===== src/rtl/touch_key_gen.sv =====
// Touch-pad emulator: drives touch_key low for press_len cycles, high for gap_len cycles, repeat_num times.
// One cycle from start to first low; all outputs come from flops; start is ignored while busy.
module touch_key_gen #(
  parameter int CNT_W   = 16,
  parameter int MIN_GAP = 4
) (
  input  logic             sys_clk,
  input  logic             sys_rst,
  input  logic             start,
  input  logic [CNT_W-1:0] press_len,
  input  logic [CNT_W-1:0] gap_len,
  input  logic [3:0]       repeat_num,
  output logic             touch_key,
  output logic             ready,
  output logic             done,
  output logic [3:0]       press_idx
);

  typedef enum logic [1:0] {S_IDLE, S_PRESS, S_GAP, S_DONE} state_t;

  localparam logic [CNT_W-1:0] MIN_GAP_W  = CNT_W'(MIN_GAP);
  localparam logic [CNT_W-1:0] MIN_GAP_M1 = CNT_W'(MIN_GAP - 1);

  state_t           r_state, w_state_nxt;
  logic [CNT_W-1:0] r_cnt, w_cnt_nxt;
  logic [CNT_W-1:0] r_press_m1, r_gap_m1;
  logic [CNT_W-1:0] w_press_m1, w_gap_m1;
  logic [3:0]       r_num, w_num;
  logic [3:0]       r_idx, w_idx_nxt;
  logic             r_touch_key, r_ready, r_done;
  logic             w_accept;

  // Lengths are stored minus one so the counter terminates on zero.
  always_comb begin
    w_press_m1 = (press_len == '0) ? '0 : press_len - CNT_W'(1);
    w_gap_m1   = (gap_len < MIN_GAP_W) ? MIN_GAP_M1 : gap_len - CNT_W'(1);
    w_num      = (repeat_num == 4'd0) ? 4'd1 : repeat_num;
  end

  assign w_accept = (r_state == S_IDLE) && start;

  always_comb begin
    w_state_nxt = r_state;
    w_cnt_nxt   = r_cnt;
    w_idx_nxt   = r_idx;
    case (r_state)
      S_IDLE: begin
        if (start) begin
          w_state_nxt = S_PRESS;
          w_cnt_nxt   = w_press_m1;
          w_idx_nxt   = 4'd1;
        end
      end
      S_PRESS: begin
        if (r_cnt == '0) begin
          w_state_nxt = S_GAP;
          w_cnt_nxt   = r_gap_m1;
        end else begin
          w_cnt_nxt = r_cnt - CNT_W'(1);
        end
      end
      S_GAP: begin
        if (r_cnt == '0) begin
          if (r_idx < r_num) begin
            w_state_nxt = S_PRESS;
            w_cnt_nxt   = r_press_m1;
            w_idx_nxt   = r_idx + 4'd1;
          end else begin
            w_state_nxt = S_DONE;
          end
        end else begin
          w_cnt_nxt = r_cnt - CNT_W'(1);
        end
      end
      S_DONE: begin
        w_state_nxt = S_IDLE;
      end
      default: begin
        w_state_nxt = S_IDLE;
      end
    endcase
  end

  always_ff @(posedge sys_clk) begin
    if (sys_rst) begin
      r_state     <= S_IDLE;
      r_cnt       <= '0;
      r_idx       <= 4'd0;
      r_press_m1  <= '0;
      r_gap_m1    <= '0;
      r_num       <= 4'd0;
      r_touch_key <= 1'b1;
      r_ready     <= 1'b1;
      r_done      <= 1'b0;
    end else begin
      r_state <= w_state_nxt;
      r_cnt   <= w_cnt_nxt;
      r_idx   <= w_idx_nxt;
      if (w_accept) begin
        r_press_m1 <= w_press_m1;
        r_gap_m1   <= w_gap_m1;
        r_num      <= w_num;
      end
      // Outputs decoded from next state so each one is a clean flop.
      r_touch_key <= (w_state_nxt != S_PRESS);
      r_ready     <= (w_state_nxt == S_IDLE);
      r_done      <= (w_state_nxt == S_DONE);
    end
  end

  assign touch_key = r_touch_key;
  assign ready     = r_ready;
  assign done      = r_done;
  assign press_idx = r_idx;

endmodule


===== config.mk =====
export PLATFORM = sky130hd
export DESIGN_NAME = touch_key_gen
export DESIGN_NICKNAME = d
export VERILOG_FILES = /design/src/rtl/touch_key_gen.sv
export SDC_FILE = /design/constraint.sdc
export NUM_CORES = 1
export LEC_CHECK = 0
export CORE_UTILIZATION = 55
export DETAILED_ROUTE_END_ITERATION = 6
export PLACE_DENSITY = 0.77
export SLEW_MARGIN = 20
export SYNTH_ARGS = -nofsm -noshare
export SYNTH_HDL_FRONTEND = slang
export SYNTH_SLANG_ARGS = --single-unit
export TNS_END_PERCENT = 50

===== constraint.sdc =====
create_clock -name sys_clk -period 4.72 [get_ports sys_clk]
set_input_delay 1.18 -clock sys_clk [delete_from_list [all_inputs] [get_ports sys_clk]]
set_output_delay 1.18 -clock sys_clk [all_outputs]
set_load 0.03 [all_outputs]

==> reports/metrics.cfg <==
[min_path]
hold_path_end=r_num[1]
hold_path.class=flip-flop to flip-flop
hold_depth=2
hp-start=r_num[1]

[finish]
drive_gt1_share_pct=7.09
mostFrequentLayoutCells=64 x nor2_1, 61 x dfxtp_1, 46 x a21oi_1, 45 x clkdlybuf4s50_1, 42 x o21ai_0
nets=569
area_delta_synth_final_pct=17.2
post_layout_nonfiller_instances=599
n_antenna_cell=0
final_common_cell=nor2_1

[sta]
fin_setup_tns_ps=0
final_hold_viol_count=0
grt_setup_unrepaired=false
timing.fmax_mhz=289
period_share_pct=73.3
setup_viol=0
worst-slew-pin-transition_ps=979
slew_viol_final=0
fin_skew_ps=6.94
period_needed_ps=3460
slew_headroom_pct=34.5

[power]
power_mw=1.56
power_leakage_nw=1.60
pwr_density_cell_nw_per_um2=352
peakVddDrop_mv=0.210

[global_routing]
grt_overflow=0
antenna_found_initial=0
grt_pass1_wl_mm=16.8
grt_max_degree=47
grt_pass1_vias=3510
grt_usage_pct=29.7

[detailed_routing]
viasPerCell=6.23
firstDrtPassIters=6
routedWlPerCell_um=17.1
vias=3734
drc=0
drt_iter0_drc=268
drt_wl_total_mm=10.2
detail-route-antenna-nets=0

[die]
rows=29
coreArea_um2=6490
die_h_um=85.0
die_area_um2=7220
initial_core_util_pct=58.3
fp.dieW_um=85.0
io_pins=46

[synth]
syn_area_um2=3780
yosys_warnings=0
synth_edf_count=0
synth-main-ff-cell=dfxtp_1
ys_seq_area_share_pct=32.3
synth_top_area_cell=dfxtp_1
async_flop_share_pct=0
synthCells=488
synth_top_area_share_pct=32.3
syn_nets=539
ys_ff_latch=61
syn_avg_cell_area_um2=7.76
synthTopCellsByArea=dfxtp_1 32%, nor2_1 6.3%, a21oi_1 6.1%
synth_cell_types=66

[clocking]
hold_buffers=0
cts.clk_slew.worst_paths_ps=70
tritoncts=done
cts.htree.levels=3
clk_latency_ps=340
postCtsSetupRepairBufs=0
cts_buffer_depth=2
cts_num_sinks=61
cts_root_buf=clkbuf_8
post_cts_resized=0
cts_buffers=9

[worst_setup_path]
start_kind=input port
end_kind=flip-flop
r2r_end=r_cnt[14]
path_class=input port to flip-flop
cp.arrival_ps=3670
critPathRequiredTime_ps=4920
cp_max_fo=18
worstReg2RegStart=r_cnt[0]
r2r_cells=7
rrSetupSlack_ps=1760

[placed_design]
hpwlAfterDp_mm=7.45
gp_congestion=0.980
dp_cells=584
io_buffers=45

[status]
status=finished, final reports clean

[job]
max_cap_viol_count=0

## synth_stat cells (all sizes together), types with 5 or more instances
master and number:
a22oi 18, dfxtp 61, nor4 8, nand2b 5
nor2 64, nand2 37, clkbuf 20, o21ai 42
nand3 13, ha 12, nor3 24, xor2 19
inv 15, xnor2 11, a22o 6, a211oi 8
a21oi 46, nand3b 5, buf 10
## where the power goes
part           switching [mW]  internal (mW)
combinational           0.242          0.164
sequential             0.0446          0.562
clock                   0.211          0.338
## worst max-delay path, cell delays in order
cell and delay [ps]:
clkdlybuf4s50_1 460, nor4_1 710, and4_1 680, nor2_1 180
a22oi_1 250, a21o_1 140, a21oi_1 60
## metrics by stage
| stage | hold slack [ps] | util (%) | instance area (um^2) | setup WS, ps |
|---|---|---|---|---|
| final | 459 | 68.3 | 4430 | 1260 |
| after floorplan | 429 | - | 3780 | 1870 |
| after CTS | 461 | 68.3 | 4430 | 1310 |
| after global placement | 439 | 64.7 | 4200 | 1070 |
| after detailed placement | 446 | 64.7 | 4200 | 960 |
| after global routing | 486 | 68.3 | 4430 | 1090 |
## routing by layer
metal / vias to the layer above / global-route usage (%) / wire length, um
met1: 1748 / 39.5 / 4640
met3: 16 / 5.74 / 694
met5: - / 0 / 0
met4: 0 / 10.6 / 192
li1: 1828 / - / -
met2: 142 / 48.0 / 4720
## how the worst max path moves through the flow
stage          cells after the start  slack, ps         start      endpoint
2_1_floorplan                      7       1870    gap_len[8]  r_gap_m1[10]
3_3_place_gp                       7       1070  press_len[7]      r_cnt[9]
3_5_place_dp                       7        960  press_len[7]      r_cnt[9]
4_1_cts                            7       1310  press_len[7]      r_cnt[9]
5_1_grt                            7       1090  press_len[7]      r_cnt[9]
6_report                           7       1260  press_len[7]      r_cnt[9]
## state kept, by name, summed over array words and instances (netlist names)
register    cells
done            1
r_press_m1     16
r_num           4
r_cnt          16
press_idx       4
r_state         2
touch_key       1
ready           1
r_gap_m1       16
## cells by family after synthesis
family                     Yosys count  share of synthesized area (%)
AOI/OAI and AO/OA                  156                           26.2
xor gates and xnor gates            30                           6.94
adders and majority gates           12                           3.97
buffers and inverters               46                           5.92
DFF                                 61                           32.3
muxes                                3                          0.859
and+or+nand+nor                    180                           23.9
## cell type report
type / count / area, um^2
multi-input combinational: 381 / 2340
sequential: 61 / 1220
clock inverter: 3 / 67.6
inverter: 15 / 56.3
timing repair buffer: 50 / 488
fill: 552 / 2060
clock buffer: 12 / 165
tap: 77 / 96.3
(Power assumes the default switching activity.)
